==> src/rtl/swerv_types.sv <==
// Shared types for the LSU trigger controller: tdata1 field positions, the
// stored tdata1 view and the CSR write FSM states.
package swerv_types;

  localparam int unsigned TD1_LOAD   = 0;
  localparam int unsigned TD1_STORE  = 1;
  localparam int unsigned TD1_M      = 6;
  localparam int unsigned TD1_MATCH  = 7;
  localparam int unsigned TD1_CHAIN  = 11;
  localparam int unsigned TD1_ACTION = 12;
  localparam int unsigned TD1_SELECT = 19;
  localparam int unsigned TD1_HIT    = 20;
  localparam int unsigned TD1_DMODE  = 27;

  typedef struct packed {
    logic dmode;
    logic hit;
    logic select;
    logic action;
    logic chain;
    logic match;
    logic m;
    logic store;
    logic load;
  } trig_tdata1_t;

  typedef enum logic [1:0] {IDLE, UPD, ARM} wr_state_e;

  function automatic logic [31:0] td1_pack(trig_tdata1_t t);
    logic [31:0] r;
    r             = '0;
    r[TD1_LOAD]   = t.load;
    r[TD1_STORE]  = t.store;
    r[TD1_M]      = t.m;
    r[TD1_MATCH]  = t.match;
    r[TD1_CHAIN]  = t.chain;
    r[TD1_ACTION] = t.action;
    r[TD1_SELECT] = t.select;
    r[TD1_HIT]    = t.hit;
    r[TD1_DMODE]  = t.dmode;
    return r;
  endfunction

  function automatic trig_tdata1_t td1_unpack(logic [31:0] d);
    trig_tdata1_t t;
    t.load   = d[TD1_LOAD];
    t.store  = d[TD1_STORE];
    t.m      = d[TD1_M];
    t.match  = d[TD1_MATCH];
    t.chain  = d[TD1_CHAIN];
    t.action = d[TD1_ACTION];
    t.select = d[TD1_SELECT];
    t.hit    = d[TD1_HIT];
    t.dmode  = d[TD1_DMODE];
    return t;
  endfunction

endpackage

==> src/rtl/lsu_trigger_chain.sv <==
// Combinational match qualification, pairwise chaining and action priority
// for the LSU triggers; feeds the dc4 flops in lsu_trigger_ctl.
module lsu_trigger_chain #(
  parameter int NTRIG = 4
) (
  input  logic               lsu_valid_dc3,
  input  logic               flush_dc3,
  input  logic               dbg_mode,
  input  logic [NTRIG-1:0]   armed,
  input  logic [NTRIG-1:0]   lsu_match_dc3,
  input  logic [NTRIG/2-1:0] pair_chain,
  input  logic [NTRIG-1:0]   action,
  output logic [NTRIG-1:0]   hit,
  output logic               fire,
  output logic               act
);

  logic [NTRIG-1:0] q;

  assign q = {NTRIG{lsu_valid_dc3 & ~flush_dc3 & ~dbg_mode}} & armed & lsu_match_dc3;

  genvar gi;
  generate
    for (gi = 0; gi < NTRIG / 2; gi++) begin : g_pair
      logic both;
      assign both          = q[2*gi] & q[2*gi+1];
      // A chained pair fires only together; the odd member never fires alone.
      assign hit[2*gi]     = pair_chain[gi] ? both : q[2*gi];
      assign hit[2*gi+1]   = pair_chain[gi] ? both : q[2*gi+1];
    end
  endgenerate

  assign fire = |hit;

  always_comb begin
    act = 1'b0;
    for (int i = NTRIG - 1; i >= 0; i--) begin
      if (hit[i]) act = action[i];
    end
  end

endmodule

==> src/rtl/lsu_trigger_ctl.sv <==
// LSU trigger configuration/action controller: tdata1/tdata2 state, CSR write
// FSM with per-trigger disarm, and registered dc4 fire. Chaining: LSU_TRIG_CHAIN_EN.
module lsu_trigger_ctl #(
  parameter int NTRIG = 4,
  parameter int TDW   = 32
) (
  input  logic                  clk,
  input  logic                  rst,
  input  logic                  csr_wr_valid,
  output logic                  csr_wr_ready,
  input  logic [1:0]            csr_wr_idx,
  input  logic                  csr_wr_sel,
  input  logic [31:0]           csr_wr_data,
  input  logic                  dbg_mode,
  output logic [NTRIG-1:0]      trig_select,
  output logic [NTRIG-1:0]      trig_match,
  output logic [NTRIG-1:0]      trig_store,
  output logic [NTRIG-1:0]      trig_load,
  output logic [NTRIG*TDW-1:0]  trig_tdata2,
  output logic [NTRIG*32-1:0]   trig_tdata1_rd,
  input  logic                  lsu_valid_dc3,
  input  logic                  flush_dc3,
  input  logic [NTRIG-1:0]      lsu_match_dc3,
  output logic                  trig_fire_dc4,
  output logic                  trig_action_dc4,
  output logic [NTRIG-1:0]      trig_hit_dc4
);
  import swerv_types::*;

  wr_state_e        state_q, state_d;
  logic             ready_q, ready_d;
  logic [1:0]       idx_q, idx_d;
  trig_tdata1_t     tdata1_q [NTRIG];
  trig_tdata1_t     tdata1_d [NTRIG];
  logic [TDW-1:0]   tdata2_q [NTRIG];
  logic [TDW-1:0]   tdata2_d [NTRIG];
  logic             fire_q, fire_d, act_q, act_d;
  logic [NTRIG-1:0] hit_q, hit_d;

  logic [NTRIG-1:0]   armed, act_vec;
  logic [NTRIG/2-1:0] pair_chain;
  trig_tdata1_t       wr_td1;
  logic               wr_drop;
  logic               wr_data_unused;

  assign wr_data_unused = ^csr_wr_data;

  always_comb begin
    wr_td1        = td1_unpack(csr_wr_data);
    wr_td1.dmode  = csr_wr_data[TD1_DMODE] & dbg_mode;
    wr_td1.action = csr_wr_data[TD1_ACTION] & wr_td1.dmode;
`ifdef LSU_TRIG_CHAIN_EN
    wr_td1.chain  = csr_wr_data[TD1_CHAIN];
`else
    wr_td1.chain  = 1'b0;
`endif
  end

  // Debug-owned triggers are invisible to writes from outside debug mode.
  assign wr_drop = tdata1_q[csr_wr_idx].dmode & ~dbg_mode;

  genvar gi;
  generate
    for (gi = 0; gi < NTRIG; gi++) begin : g_trig
      assign armed[gi]        = !((state_q != IDLE) && (int'(idx_q) == gi));
      assign act_vec[gi]      = tdata1_q[gi].action;
      assign trig_select[gi]  = tdata1_q[gi].select;
      assign trig_match[gi]   = tdata1_q[gi].match;
      assign trig_store[gi]   = tdata1_q[gi].store & armed[gi];
      assign trig_load[gi]    = tdata1_q[gi].load & armed[gi];
      assign trig_tdata2[gi*TDW +: TDW]   = tdata2_q[gi];
      assign trig_tdata1_rd[gi*32 +: 32]  = td1_pack(tdata1_q[gi]);
    end
    for (gi = 0; gi < NTRIG / 2; gi++) begin : g_chain
      assign pair_chain[gi] = tdata1_q[2*gi].chain;
    end
  endgenerate

  lsu_trigger_chain #(.NTRIG(NTRIG)) u_chain (
    .lsu_valid_dc3 (lsu_valid_dc3),
    .flush_dc3     (flush_dc3),
    .dbg_mode      (dbg_mode),
    .armed         (armed),
    .lsu_match_dc3 (lsu_match_dc3),
    .pair_chain    (pair_chain),
    .action        (act_vec),
    .hit           (hit_d),
    .fire          (fire_d),
    .act           (act_d)
  );

  always_comb begin
    state_d  = state_q;
    ready_d  = ready_q;
    idx_d    = idx_q;
    tdata1_d = tdata1_q;
    tdata2_d = tdata2_q;
    for (int i = 0; i < NTRIG; i++) begin
      if (hit_d[i]) tdata1_d[i].hit = 1'b1;
    end
    case (state_q)
      IDLE: begin
        if (csr_wr_valid && ready_q && !wr_drop) begin
          state_d = UPD;
          ready_d = 1'b0;
          idx_d   = csr_wr_idx;
          // A same-cycle hit set loses to the written value.
          if (csr_wr_sel) tdata2_d[csr_wr_idx] = TDW'(csr_wr_data);
          else            tdata1_d[csr_wr_idx] = wr_td1;
        end
      end
      UPD: state_d = ARM;
      ARM: begin
        state_d = IDLE;
        ready_d = 1'b1;
      end
      default: begin
        state_d = IDLE;
        ready_d = 1'b1;
      end
    endcase
  end

  always_ff @(posedge clk) begin
    if (rst) begin
      state_q  <= IDLE;
      ready_q  <= 1'b1;
      idx_q    <= '0;
      tdata1_q <= '{default: '0};
      tdata2_q <= '{default: '0};
      fire_q   <= 1'b0;
      act_q    <= 1'b0;
      hit_q    <= '0;
    end else begin
      state_q  <= state_d;
      ready_q  <= ready_d;
      idx_q    <= idx_d;
      tdata1_q <= tdata1_d;
      tdata2_q <= tdata2_d;
      fire_q   <= fire_d;
      act_q    <= act_d;
      hit_q    <= hit_d;
    end
  end

  assign csr_wr_ready    = ready_q;
  assign trig_fire_dc4   = fire_q;
  assign trig_action_dc4 = act_q;
  assign trig_hit_dc4    = hit_q;

endmodule

==> config.mk <==
export PLATFORM = sky130hd
export DESIGN_NAME = lsu_trigger_ctl
export DESIGN_NICKNAME = d
export VERILOG_FILES = /design/src/rtl/swerv_types.sv /design/src/rtl/lsu_trigger_chain.sv /design/src/rtl/lsu_trigger_ctl.sv
export SDC_FILE = /design/constraint.sdc
export NUM_CORES = 1
export LEC_CHECK = 0
export CAP_MARGIN = 20
export CORE_ASPECT_RATIO = 1.4
export CORE_UTILIZATION = 28
export DETAILED_ROUTE_END_ITERATION = 6
export GPL_TIMING_DRIVEN = 0
export SLEW_MARGIN = 20
export SYNTH_ARGS = -nofsm -noshare
export SYNTH_HDL_FRONTEND = slang
export SYNTH_SLANG_ARGS = --single-unit
==> constraint.sdc <==
create_clock -name clk -period 2.8 [get_ports clk]
set_input_delay 0.84 -clock clk [delete_from_list [all_inputs] [get_ports clk]]
set_output_delay 0.84 -clock clk [all_outputs]
set_load 0.1 [all_outputs]
# Word-level counts from Yosys, hierarchy flattened
# Cells that the tools add are included.
word_totals:
  ff_bits: 175
  input_bits: 45
  out_inout_bits: 279
  wordCells: 123
op_classes:
  magnitude_cmp: 2
  n_eq_ne: 5
  mux: 28
  n_bitwise: 22
  reduce_logical: 20
op_table:
  columns: ["cell", "count"]
  rows:
  - ["bitwise mux 128 bit", 1]
  - ["two-way mux 35 bit", 3]
  - ["demux 32 bit (select 2 bit)", 1]
  - ["bitwise mux 36 bit", 1]
  - ["two-way mux 32 bit", 1]
  - ["two-way mux 9 bit", 3]
  - ["binary-select mux 9 bit (select 2 bit)", 1]
  - ["demux 9 bit (select 2 bit)", 1]
  - ["bitwise AND 1 bit", 15]
  - ["two-way mux 1 bit", 13]
  - ["bitwise AND 4 bit", 2]
  - ["logical AND 1 bit", 7]
  - ["AND reduction 3 bit", 2]
  - ["zero test 1 bit", 5]
  - ["equality test 2 x 1 -> 1 bit (second input constant)", 2]
  - ["equality test 2 bit (second input constant)", 2]
  - ["zero test 2 bit", 2]
  - ["NOT 1 bit", 4]
  - ["one-hot mux 2 bit (2 select lines)", 1]
  - ["AND reduction 2 bit", 2]
  - ["OR reduction 4 bit", 1]
  - [">= comparator 3 bit (second input constant)", 1]
  - ["less-than comparator 3 x 1 -> 1 bit (second input constant)", 1]
  - ["NOT 2 -> 3 bit", 1]
  - ["4 further kinds", 4]

# Longest topological paths before layout
# Gate-level depths: netlist of the first run.
depth:
  ltp_word: 12
  mapped_depth: 7
  mapped_depth_nobuf: 4

# Hierarchy
# A second synthesis of the first run with hierarchy kept.
unflattened:
  cells_unflattened: 755
  area_unflattened_um2: 7906.3
by_module_without_submodules:
  columns: ["module", "instances", "cells_each", "area_per_inst_um2", "seq_area_each_um2"]
  rows:
  - ["lsu_trigger_ctl", 1, 733, 7739.9, 3423.3]
  - ["lsu_trigger_chain", 1, 22, 166.4, 0.0]

# Worst setup path before layout of the first run
# OpenSTA, ideal clock, no wires.
synth_timing:
  kind: "flip-flop to output port"
  from: "register tdata1_q (netlist bit trig_tdata1_rd[0])"
  to: "output trig_load[0]"
  arrival_ps: 2391
  t_required_ps: 1960
  slack_ps: -431
  path_stages_with_launch: 2
  path_buffers: 0
  path_cell_list: "dfxtp_1 nor2b_1"
synth_between:
  elab_chain_cells: 1
synth_lines:
  columns: ["item", "line", "rtl"]
  rows:
  - ["start, declared", "lsu_trigger_ctl.sv:33", "trig_tdata1_t tdata1_q [NTRIG];"]
  - ["start signal, assigned", "lsu_trigger_ctl.sv:138", "tdata1_q <= tdata1_d;"]
  - ["bitwise AND 1 bit", "lsu_trigger_ctl.sv:70", "assign trig_load[gi] = tdata1_q[gi].load & armed[gi];"]
  - ["end, declared", "lsu_trigger_ctl.sv:18", "output logic [NTRIG-1:0] trig_load,"]
# Every way passes these cells.

# Worst setup path in the final report of the first run
layout_timing:
  from: "register tdata2_q (netlist bit trig_tdata2[30])"
  to: "output trig_tdata2[30]"
layout_rtl:
  columns: ["item", "line", "rtl"]
  rows:
  - ["start, declared", "lsu_trigger_ctl.sv:35", "logic [TDW-1:0] tdata2_q [NTRIG];"]
  - ["start signal, assigned", "lsu_trigger_ctl.sv:139", "tdata2_q <= tdata2_d;"]
  - ["end, declared", "lsu_trigger_ctl.sv:19", "output logic [NTRIG*TDW-1:0] trig_tdata2,"]
# No word-level cell between the ends.

==> metrics.md, run 1 <==
| Metric | Value |
|---|---|
| Status | finished, final reports clean |
| Crit path kind | reg -> out |
| CTS Buffer Depth | 2 |
| Initial Util | 28.58% |
| Actual slew at the worst max-slew pin | 1.046 ns |
| Worst setup margin | 0.04345 ns |
| Top delay family on crit path | buffers and inverters |
| Initial antenna violation count | 0 |
| Top Ports | 324 |
| Hold Fails Final Rpt | 0 |
| Fin area | 10910 µm² |
| Count of input and output buffers | 219 |
| CP max stage cell | clkdlybuf4s50_1 |
| Cell variety after synth | 40 |
| Gate Count Post-Synth | 861 |
| Post-synthesis compound-gate area fraction | 15.19% |
| Overall power | 0.006500 W |
| Row cnt | 69 |
| Clock sink count | 171 |
| Critical path, cell by cell | clkdlybuf4s50_1 |
| Per-cell routed wire length | 16.22 µm |
| Required @ worst endpoint | 1.96 ns |
| Synth Area in XOR/XNOR | 0% |
| Final Slew Violations | 0 |
| DP Worst Slack | -0.5216 ns |
| Part of the Yosys area used for sequential elements | 47.19% |
| Tcrit/Tclk final | 98.45% |
| CTS tree | done |
| Syn avg cell area | 8.426 µm² |
| DRC | 0 |
| Leak | 5.860 nW |
| Peak supply drop | 0.4236 mV |
| Clk pin slew, worst setup/hold paths | 0.06 ns |
| GR Util All Layers | 18.40% |
| Clock insertion delay at the later pin of the skew report | 0.44 ns |
| Mux cell area share after synthesis | 4.640% |
| Total gr overflow | 0 |
| Largest net degree at the start of global routing | 17 |
| Vias per cell | 4.312 |
| Syn-to-layout area delta | 50.40% |
| Layout cell share with drive strength beyond 1 | 16.92% |
| NumNets Final | 1238 |
| Chip height | 192.5 µm |
| Post-DP HPWL | 18760 µm |
| Crit path DAT | 1.92 ns |
| Post-route non-filler standard cell count | 1525 |
| Max Cap Viol | 0 |
| Largest family of logic cells by synthesized area | simple AND/OR/NAND/NOR gates |
| # setup viols final | 0 |
| Crit start category | register |
| Crit-path max FO | 2 |
| CTS Buf Count | 17 |
| Buf/Inv on CP | 1 |
| Crit end category | output port |
| Die Wd | 138.0 µm |
| Final Util | 42.99% |
| Pre-antenna DRT Iters | 4 |
| Peak Freq | 362.8 MHz |
| Yosys warnings | 0 |
| Synthesized flop and latch total | 171 |
| Mapped Area | 7254 µm² |
| # placed instances | 1494 |
| Root Buffer | clkbuf_16 |
| Post-cts resize count | 96 |
| Post-Synth Simple-Gate Area | 18.09% |
| Core area | 25380 µm² |
| Adder-cell area share of the yosys netlist | 0% |
| Slew Limit Headroom | 30.52% |
| RSZ-0062 raised after global routing | no |
| Vias in the first global route | 5980 |
| First-pass GRT wire length | 36650 µm |
| Min-Delay Path Class | reg -> reg |
| Highest cell delay on the worst timing path | 1.16 ns |
| Routed via count | 6576 |
| Area post-placement | 10210 µm² |
| Ant diodes | 0 |
| DRT iter0 DRCs | 281 |
| Cell area power density | 595.7 nW/µm² |
| Die area | 26560 µm² |
| H-tree depth | 4 |
| Worst Skew | 0.01026 ns |
| Detail Route Antenna Nets | 0 |
| Post-CTS Setup Bufs | 0 |
| Routed WL | 24730 µm |
| Post-route minimum period | 2.757 ns |
| Cts hold-fix bufs | 0 |
| Placer Congestion | 0.8460 |
state kept, by name (all words and copies together), names as in the netlist:
name / cells
trig_fire_dc4: 1
trig_match: 4
trig_select: 4
state_q: 2
idx_q: 2
trig_hit_dc4: 4
trig_tdata1_rd: 24
trig_action_dc4: 1
trig_tdata2: 128
csr_wr_ready: 1
path summary, 6_finish.rpt:
check | to | depth (start not counted) | slack, ns | start
max | trig_tdata2[30] | 1 | 0.04 | trig_tdata2[30]
min | trig_tdata2[28] | 2 | 0.45 | trig_tdata2[28]
max reg2reg | trig_tdata2[105] | 7 | 0.67 | state_q[1]
min reg2reg | trig_tdata2[28] | 2 | 0.45 | trig_tdata2[28]
through the flow:
step	hold slack [ns]	TNS, ns
after detailed placement	0.4453	-51.13
after CTS	0.4547	0
after floorplan	0.5162	0
after global placement	0.4415	-50.67
after global routing	0.4691	0
final	0.4510	0
worst reg2reg max path: stages, from the launching register on:
cell,delay (ns)
dfxtp_1,0.30
buf_2,0.16
nor4bb_1,0.33
buf_2,0.30
o2111ai_2,0.30
clkbuf_1,0.37
nand2_1,0.18
a21oi_2,0.06
placed cells by master (no fill, tap or decap), types with 6 or more instances in the layout:
| master | n |
|---|---|
| dlymetal6s2s_1 | 70 |
| dlygate4sd2_1 | 61 |
| and2_1 | 6 |
| buf_2 | 18 |
| nor2_1 | 40 |
| a21oi_2 | 18 |
| o2111ai_2 | 7 |
| conb_1 | 96 |
| dfxtp_1 | 171 |
| clkbuf_16 | 17 |
| nand2_1 | 261 |
| clkdlybuf4s50_1 | 80 |
| clkbuf_1 | 33 |
| buf_6 | 7 |
| a21oi_1 | 115 |
| buf_4 | 106 |
| mux2i_1 | 30 |
routing by layer:
layer / global-route usage, % / part of all wire, % / vias up
met1: 19.61 / 38 / 2976
met3: 5.955 / 8.2 / 38
li1: - / - / 3285
met4: 7.692 / 2.7 / 0
met5: 0 / 0 / -
met2: 33.27 / 51 / 277
area by class of cell:
cell class | count | area (µm²)
fill | 2616 | 14470
sequential | 171 | 3423
multi-input combinational | 621 | 3144
timing repair buffer | 219 | 2261
buffer | 158 | 1056
clock buffer | 24 | 501.7
tap | 319 | 399.1
clock inverter | 8 | 106.4
inverter | 5 | 18.77
synthesized netlist by cell type:
| master | number | share of area [%] |
|---|---|---|
| buf_4 | 104 | 11 |
| a211oi_1 | 4 | 0.41 |
| a2111oi_4 | 4 | 1.5 |
| nand3_1 | 1 | 0.069 |
| mux2_2 | 1 | 0.16 |
| o311ai_0 | 1 | 0.12 |
| conb_1 | 1 | 0.052 |
| mux2i_1 | 31 | 4.3 |
| o2111ai_2 | 4 | 0.83 |
| a21o_1 | 1 | 0.10 |
| a211o_1 | 1 | 0.12 |
| a21boi_0 | 1 | 0.10 |
| a21oi_1 | 115 | 7.9 |
| nor4bb_1 | 1 | 0.14 |
| o21ai_0 | 3 | 0.21 |
| nand2_1 | 261 | 14 |
| o21ba_2 | 1 | 0.14 |
| a21oi_2 | 18 | 2.2 |
| nor2_1 | 40 | 2.1 |
| o2bb2ai_1 | 1 | 0.12 |
| nand4bb_4 | 1 | 0.38 |
| o211a_1 | 1 | 0.14 |
| buf_6 | 7 | 1.1 |
| clkbuf_1 | 34 | 1.8 |
| mux2_4 | 1 | 0.21 |
| a311oi_1 | 2 | 0.24 |
| or2_2 | 1 | 0.086 |
| dfxtp_1 | 171 | 47 |
| nand2b_1 | 4 | 0.34 |
| inv_1 | 5 | 0.26 |
| nor3b_1 | 3 | 0.31 |
| o2111ai_1 | 4 | 0.48 |
| and3_1 | 1 | 0.086 |
| buf_2 | 14 | 0.97 |
| nor2b_1 | 6 | 0.52 |
| nor3_1 | 1 | 0.069 |
| a41oi_1 | 1 | 0.12 |
| and2_1 | 6 | 0.52 |
| o31a_1 | 1 | 0.12 |
| o211ai_1 | 3 | 0.31 |
cell families (layout without fill, tap and decap cells):
family,count (synthesis),count (layout)
buffers and inverters,164,414
muxes,33,33
AOI/OAI and AO/OA,166,166
other,1,96
and+or+nand+nor,326,326
DFF,171,171
where the power goes:
part	total (W)	switching, W	internal (W)
registers	0.00252	0.0000375	0.00249
logic	0.00153	0.00123	0.000298
clock network	0.00245	0.00101	0.00144
total	0.00650	0.00227	0.00423
Note: power is estimated with default switching activity, not from simulation.
==> inputs of run 2 (changes only) <==
--- a/config.mk
+++ b/config.mk
@@ -5,7 +5,7 @@
 export SDC_FILE = /design/constraint.sdc
 export NUM_CORES = 1
 export LEC_CHECK = 0
-export CAP_MARGIN = 20
+export CAP_MARGIN = 10
 export CORE_ASPECT_RATIO = 1.4
 export CORE_UTILIZATION = 28
 export DETAILED_ROUTE_END_ITERATION = 6
==> results of run 2 <==
No change in the layout: final DEF, timing and power equal those of run 1.
